<file path="src/rtl/multi_barrel_shifter_mux_reg.sv">
// Single-cycle rotate unit: dedicated right and left log-shifter networks,
// a direction mux, and one output register.
module multi_barrel_shifter_mux_reg #(
    parameter int unsigned N = 3
) (
    input  logic             clk,
    input  logic             reset_n,
    input  logic [2**N-1:0]  A,
    input  logic [N-1:0]     AMT,
    input  logic             s,
    output logic [2**N-1:0]  Y
);

    localparam int unsigned W = 2**N;

    logic [W-1:0] rr [0:N];
    logic [W-1:0] rl [0:N];
    logic [W-1:0] y_c;

    assign rr[0] = A;
    assign rl[0] = A;

    // Stage k rotates by 2**k when AMT[k] is set, otherwise passes through.
    for (genvar k = 0; k < int'(N); k++) begin : g_stage
        localparam int unsigned SH = 2**k;

        assign rr[k+1] = AMT[k] ? {rr[k][SH-1:0], rr[k][W-1:SH]} : rr[k];
        assign rl[k+1] = AMT[k] ? {rl[k][W-SH-1:0], rl[k][W-1:W-SH]} : rl[k];
    end

    assign y_c = s ? rl[N] : rr[N];

    always_ff @(posedge clk or negedge reset_n) begin
        if (!reset_n) begin
            Y <= '0;
        end else begin
            Y <= y_c;
        end
    end

endmodule

</file>
<file path="config.mk">
export PLATFORM = sky130hd
export DESIGN_NAME = multi_barrel_shifter_mux_reg
export DESIGN_NICKNAME = d
export VERILOG_FILES = /design/src/rtl/multi_barrel_shifter_mux_reg.sv
export SDC_FILE = /design/constraint.sdc
export NUM_CORES = 1
export LEC_CHECK = 0
export ABC_CLOCK_PERIOD_IN_PS = 800
export BUFFER_PORTS_ARGS = -buffer_cell sky130_fd_sc_hd__buf_4
export CAP_MARGIN = 20
export CORE_AREA = 5 5 42 44
export CTS_BUF_LIST = sky130_fd_sc_hd__clkbuf_8
export DETAILED_ROUTE_END_ITERATION = 8
export DIE_AREA = 0 0 47 49
export MAX_ROUTING_LAYER = met4
export PLACE_DENSITY = 0.85
export SLEW_MARGIN = 20
export SYNTH_ARGS = -nofsm -noshare
export SYNTH_HDL_FRONTEND = slang
export SYNTH_SLANG_ARGS = --single-unit
</file>
<file path="constraint.sdc">
create_clock -name clk -period 0.8 [get_ports clk]
set_input_delay 0.04 -clock clk [delete_from_list [all_inputs] [get_ports clk]]
set_output_delay 0.04 -clock clk [all_outputs]
set_load 0.01 [all_outputs]
</file>
# Word level (Yosys, flattened, before mapping)
# Cells that the tools add are included.
# word_totals
word_cells	8
ff_bits	8
input_bits	14
# op_classes
mux	7
# ops
cell	count
$mux W8	7

# Logic depth before layout (Yosys ltp)
# Gate-level depths: netlist (run 1).
# logic_depth
word_depth	4
depth_mapped	6
ltp_nobuf	4

# Worst setup path after synthesis (run 1)
# Ideal clock, no wire load.
# synth_path
path_kind	input -> register
start	input AMT[0]
end	register Y[1]
path_buffers	2
setup_time_ps	129
slack_ps	-227
arrival_time_ps	897
cell_stages	6
cell_sequence	buf_6 buf_12 mux2_4 o22ai_1 a221o_1 mux2i_1
# synth_between
elab_chain_cells	4
# synth_lines
item	line_no	text
start: declaration	9	input logic [N-1:0] AMT,
$mux W8, on equally long branches (3 in a row)	27, 28	
$mux W8 *	31	assign y_c = s ? rl[N] : rr[N];
via y_c[1]	18	logic [W-1:0] y_c;
end signal: assignment	37	Y <= y_c;
end: declaration	11	output logic [2**N-1:0] Y
# The timed path passes the listed nets; every way through them passes the cells marked *.

# Worst setup path after layout (run 1)
# layout_path
start	input AMT[0]
end	register Y[3]
# The elaborated chain is that of the path after synthesis.

==> key figures, run 1 <==
Global routing
  • Number of antenna violations at the first check in global routing: 0
  • Number of global-route vias before repair: 636
  • Overall overflow remaining after global route: 0
  • First-pass GRT wire length: 2.73 mm
  • Maximum number of pins on one net before global-route repair: 11
  • All-layer global routing usage: 0.172

Die
  • Floorplan Core Area: 1400 um^2
  • Horizontal die dimension: 47 um
  • Full die area: 2300 um^2
  • Initial Utilization: 0.473
  • Die height: 49 um
  • Row Count: 14
  • Number of placed I/O pins: 22

Worst setup path
  • Cells traversed along the worst timing path: buf_12 > buf_12 > mux2i_2 > a2bb2oi_1 > o211ai_1 > mux2i_1
  • Biggest cell delay along the critical path: 200 ps
  • Type of element capturing the critical path: flip-flop
  • CP Data Required Time: 940 ps
  • Startpoint Class: input port
  • Highest net fanout along the worst path: 5
  • Crit path arrival time: 970 ps
  • CP max-delay cell: a2bb2oi_1
  • Kind of critical path: in -> reg
  • Most Frequent Cell on Critical Path: buf_12

Detailed routing
  • Detailed-route wire length per cell: 18.5 um
  • Number of iterations in the first detailed-routing pass: 4
  • Total wire length after detailed routing: 1.97 mm
  • Antenna viol nets, final: 0
  • Detailed Route Iter0 Violations: 11
  • Vias after detailed routing: 643
  • Post-route DRC: 0
  • Routed vias/inst: 6.07

Timing
  • Final worst slack: -30.5 ps
  • Worst-case headroom to the max-slew limit: 0.781
  • Post-layout min period: 830 ps
  • Final Hold Vio Count: 0
  • Final period utilization: 1.04
  • Final count of pins violating max slew: 0
  • Unrepaired setup endpoints after global routing: true
  • Final setup violation count: 2
  • F_max: 1200 MHz
  • Slew at the pin with the worst max-slew slack: 326 ps

Placement
  • DP Worst Slack: -325 ps
  • Total of buffers placed on input and output ports: 21
  • Cell area after placement: 888 um^2
  • Gpl congestion: 0.897

Clock network
  • Maximum root-to-sink buffer count: 2
  • Sinks on the clock net: 8
  • Setup repair bufs after CTS: 0
  • Clock edge transition at the registers on the reported setup and hold paths: 40 ps
  • Number of buffers added by the clock tree synthesis step: 3
  • H-tree depth: 1
  • CTS tree: built
  • Clock Root Buffer: clkbuf_8

Cells and area
  • Commonest non-fill, non-tap cell in the layout: buf_4
  • Proportion of layout cells with a drive suffix above 1: 0.600
  • Largest registers in the final layout: Y (8)
  • Signed area change from the synthesized netlist to the final layout: 59.4%
  • Area of all placed cells without fillers: 1060 um^2
  • Largest Register: Y
  • Most frequent cells in the layout: 27 x buf_4, 12 x mux2i_1, 8 x dfrtp_1
  • Number of diodes: 0
  • Post-layout nets: 106
  • Number of flip-flops under the largest register name: 8

Pwr
  • Internal power: 1.14 mW
  • Areal power density over the cells: 1490 nW/um^2
  • Sw Share: 0.278
  • Part of the power in combinational logic: 0.393
  • Worst IR Drop VDD: 0.635 mV
  • Portion of total power attributed to the clock network: 0.303
  • Sequential group share of total power: 0.304
  • Power spent charging and discharging nets: 0.439 mW
  • Pleak: 0.504 nW
  • Design Power: 1.58 mW

Logic synthesis
  • Part of the Yosys area used for sequential elements: 0.302
  • Post-synth top area cell: dfrtp_1
  • Post-synth net total: 73
  • Count of warnings emitted by yosys: 0
  • Main area contributors after synthesis: dfrtp_1 30%, mux2i_1 24%, mux2_2 10%, a221o_1 9.1%, o22ai_1 5.7%
  • Summed instance area of the synthesized netlist: 663 um^2
  • Post-Syn Instances: 59
  • Area fraction of the dominant cell type after synthesis: 0.302
  • Post-synth cell types: 17
  • Post-synthesis average cell area: 11.2 um^2
  • FF+latch count, synth: 8

Job
  • Max-capacitance violation count: 0

Run status
  • Violated checks: setup timing
  • Run status: finished, violations left

Hold path
  • Kind of path behind the tightest hold check: in -> reg
[area by class of cell]
type	count	area, um^2
multi-input cells	46	492
flip-flops and latches	8	200
clock buffers	3	41.3
well taps	16	20.0
repair buffers	33	304
fillers	106	344
[Yosys cell counts, drive strengths merged]
master	count
a221o	6
mux2i	16
nand2b	1
nand2	3
nor2	1
mux2	8
clkbuf	1
buf	4
o211ai	2
nor2b	1
a2bb2oi	2
o22ai	6
dfrtp	8
[routing by layer]
metal,vias to the layer above,wire length [um],global-route usage
met2,34,1020,0.296
li1,299,-,-
met4,0,111,0.124
met5,-,0,-
met3,11,152,0.0111
met1,299,684,0.171
[per-stage QoR]
stage	instances	setup TNS [ps]	hold WS [ps]	util
2_1_floorplan	59	-1530	-256	-
3_3_place_gp	102	-2280	-144	0.634
3_5_place_dp	102	-2500	-140	0.634
4_1_cts	106	0	104	0.696
5_1_grt	106	-228	122	0.754
6_report	106	-41.4	107	0.754
[power by group through the flow]
stage                     Sequential, mW  Combinational (mW)  Clock [mW]
after floorplan                    0.517               0.259           0
after global placement             0.483               0.504           0
after detailed placement           0.485               0.524           0
after CTS                          0.479               0.553       0.494
after global routing               0.485               0.664       0.526
final                              0.479               0.620       0.478
[cells by family (layout without fill, tap and decap cells)]
| group | after synthesis | in the layout | share of synthesized area |
|---|---|---|---|
| DFF | 8 | 8 | 0.302 |
| AOI/OAI and AO/OA | 16 | 16 | 0.196 |
| and+or+nand+nor | 6 | 6 | 0.0415 |
| buffers and inverters | 5 | 36 | 0.0717 |
| muxes | 24 | 24 | 0.389 |
[worst paths after layout]
kind                         start  endpoint  slack, ps  cells after the start
max in group asynchronous  reset_n      Y[0]        510                      2
min in group asynchronous  reset_n      Y[2]        170                      2
setup / recovery            AMT[0]      Y[3]        -30                      6
hold / removal              AMT[2]      Y[6]        110                      2
[repair_timing]
action | in CTS | in global routing
gates cloned | 0 | 1
gates resized for setup | 9 | 15
endpoints found under the hold margin | 8 | 0
setup endpoints to repair | 8 | 9
pin swaps | 3 | 3
hold buffers | 1 | 0
[critical path, delay by kind of cell]
kind	cells	cell delay [ps]
compound gates	2	350
mux	2	340
buf+inv	2	240
No activity file was read; power rests on OpenSTA's default activity.
==> inputs of run 2 (changes only) <==
--- a/config.mk
+++ b/config.mk
@@ -8,12 +8,12 @@
 export ABC_CLOCK_PERIOD_IN_PS = 800
 export BUFFER_PORTS_ARGS = -buffer_cell sky130_fd_sc_hd__buf_4
 export CAP_MARGIN = 20
-export CORE_AREA = 5 5 42 44
+export CORE_MARGIN = 5
+export CORE_UTILIZATION = 41
 export CTS_BUF_LIST = sky130_fd_sc_hd__clkbuf_8
 export DETAILED_ROUTE_END_ITERATION = 8
-export DIE_AREA = 0 0 47 49
 export MAX_ROUTING_LAYER = met4
-export PLACE_DENSITY = 0.85
+export PLACE_DENSITY = 0.73
 export SLEW_MARGIN = 20
 export SYNTH_ARGS = -nofsm -noshare
 export SYNTH_HDL_FRONTEND = slang
==> key figures, run 2 (synthesis results as in run 1) <==
Pwr
  • Areal power density over the cells: 1460 nW/um^2
  • Worst IR Drop VDD: 0.719 mV
  • Design Power: 1.57 mW
  • Pleak: 0.505 nW

Die
  • Initial Utilization: 0.435
  • Full die area: 2520 um^2
  • Floorplan Core Area: 1520 um^2
  • Number of placed I/O pins: 22
  • Row Count: 14
  • Horizontal die dimension: 50.2 um
  • Die height: 50.2 um

Global routing
  • First-pass GRT wire length: 2.60 mm
  • All-layer global routing usage: 0.136
  • Maximum number of pins on one net before global-route repair: 11
  • Overall overflow remaining after global route: 0
  • Number of global-route vias before repair: 610
  • Number of antenna violations at the first check in global routing: 0

Clock network
  • CTS tree: built
  • Number of buffers added by the clock tree synthesis step: 3
  • Clock Root Buffer: clkbuf_8
  • Maximum root-to-sink buffer count: 2
  • Clock edge transition at the registers on the reported setup and hold paths: 40 ps
  • H-tree depth: 1
  • Sinks on the clock net: 8

Worst setup path
  • Startpoint of the most critical setup path: AMT[0]
  • Kind of critical path: in -> reg
  • Highest net fanout along the worst path: 5
  • Type of element capturing the critical path: flip-flop
  • CP Data Required Time: 900 ps
  • Startpoint Class: input port
  • Worst setup endpoint: Y[2]
  • Crit path arrival time: 910 ps

Cells and area
  • Largest registers in the final layout: Y (8)
  • Largest Register: Y
  • Post-layout instance count excluding filler cells: 106
  • Number of flip-flops under the largest register name: 8
  • Signed area change from the synthesized netlist to the final layout: 62.3%
  • Number of diodes: 0
  • Commonest non-fill, non-tap cell in the layout: buf_4
  • Number of inserted filler cells in the final layout: 112
  • Most frequent cells in the layout: 28 x buf_4, 12 x mux2i_1, 8 x dfrtp_1
  • Proportion of layout cells with a drive suffix above 1: 0.633
  • Area of all placed cells without fillers: 1080 um^2
  • Post-layout nets: 106

Placement
  • Gpl congestion: 0.899
  • Placed Cells incl. Taps: 102
  • Total of buffers placed on input and output ports: 21
  • Post-DP HPWL: 1.23 mm
  • Cell area after placement: 888 um^2

Timing
  • Slew at the pin with the worst max-slew slack: 319 ps
  • Final Hold Vio Count: 0
  • Worst-case headroom to the max-slew limit: 0.786
  • F_max: 1230 MHz
  • Post-layout min period: 813 ps
  • Final worst slack: -12.6 ps
  • Final count of pins violating max slew: 0
  • Unrepaired setup endpoints after global routing: true
  • Final period utilization: 1.02
  • Final setup violation count: 2
  • Setup total negative slack: -20.1 ps

Detailed routing
  • Detailed Route Iter0 Violations: 13
  • Total wire length after detailed routing: 1.80 mm
  • Routed vias/inst: 5.73
  • Vias after detailed routing: 607
  • Antenna viol nets, final: 0
  • Post-route DRC: 0
  • Detailed-route wire length per cell: 17.0 um
  • Number of iterations in the first detailed-routing pass: 4

Run status
  • Run status: finished, violations left
  • Violated checks: setup timing

Hold path
  • Kind of path behind the tightest hold check: in -> reg

Job
  • Max-capacitance violation count: 0
## run 2: critical path, stage by stage
cell and delay (ps):
buf_12 90, mux2_2 360, o22ai_2 170, a221o_1 170
mux2i_1 80
## run 2: per-layer routing
metal / GRT usage / share of wire
met2: 0.238 / 0.51
met5: - / 0
met1: 0.144 / 0.40
met3: 0.0237 / 0.075
met4: 0.0655 / 0.012
## run 2: timing repair
item / 4_1_cts / 5_1_grt
buffers inserted: 0 / 0
hold endpoints to repair: 8 / 0
pin swaps: 1 / 7
setup endpoints to repair: 8 / 8
gates resized for setup: 15 / 11
hold buffers: 1 / 0
gates cloned: 0 / 1
## run 2: worst min path at each step
stage               startpoint  endpoint  slack, ps  depth (start not counted)
finish                  AMT[2]      Y[1]        110                          2
global route            AMT[2]      Y[2]        110                          2
CTS                     AMT[2]      Y[1]        100                          2
detailed placement     reset_n      Y[2]       -140                          1
global placement       reset_n      Y[6]       -140                          1
floorplan              reset_n      Y[0]       -260                          0
## run 2: final cells by class
class	instances	area, um^2	area share
repair buffers	33	297	0.276
multi-input cells	46	518	0.481
flip-flops and latches	8	200	0.186
well taps	16	20.0	0.0186
clock buffers	3	41.3	0.0384
## run 2: power breakdown
part / leakage [nW] / internal, mW / total (mW) / switching (mW)
Combinational: 0.394 / 0.353 / 0.627 / 0.274
Sequential: 0.0895 / 0.464 / 0.479 / 0.0146
Clock: 0.0216 / 0.324 / 0.465 / 0.141
Total: 0.505 / 1.14 / 1.57 / 0.429
## run 2: through the flow
stage / utilization / hold slack (ps) / worst slack (ps)
6_report: 0.706 / 111 / -12.6
5_1_grt: 0.706 / 114 / -49.3
4_1_cts: 0.660 / 104 / -7.35
3_5_place_dp: 0.583 / -140 / -332
3_3_place_gp: 0.583 / -143 / -297
2_1_floorplan: - / -256 / -204
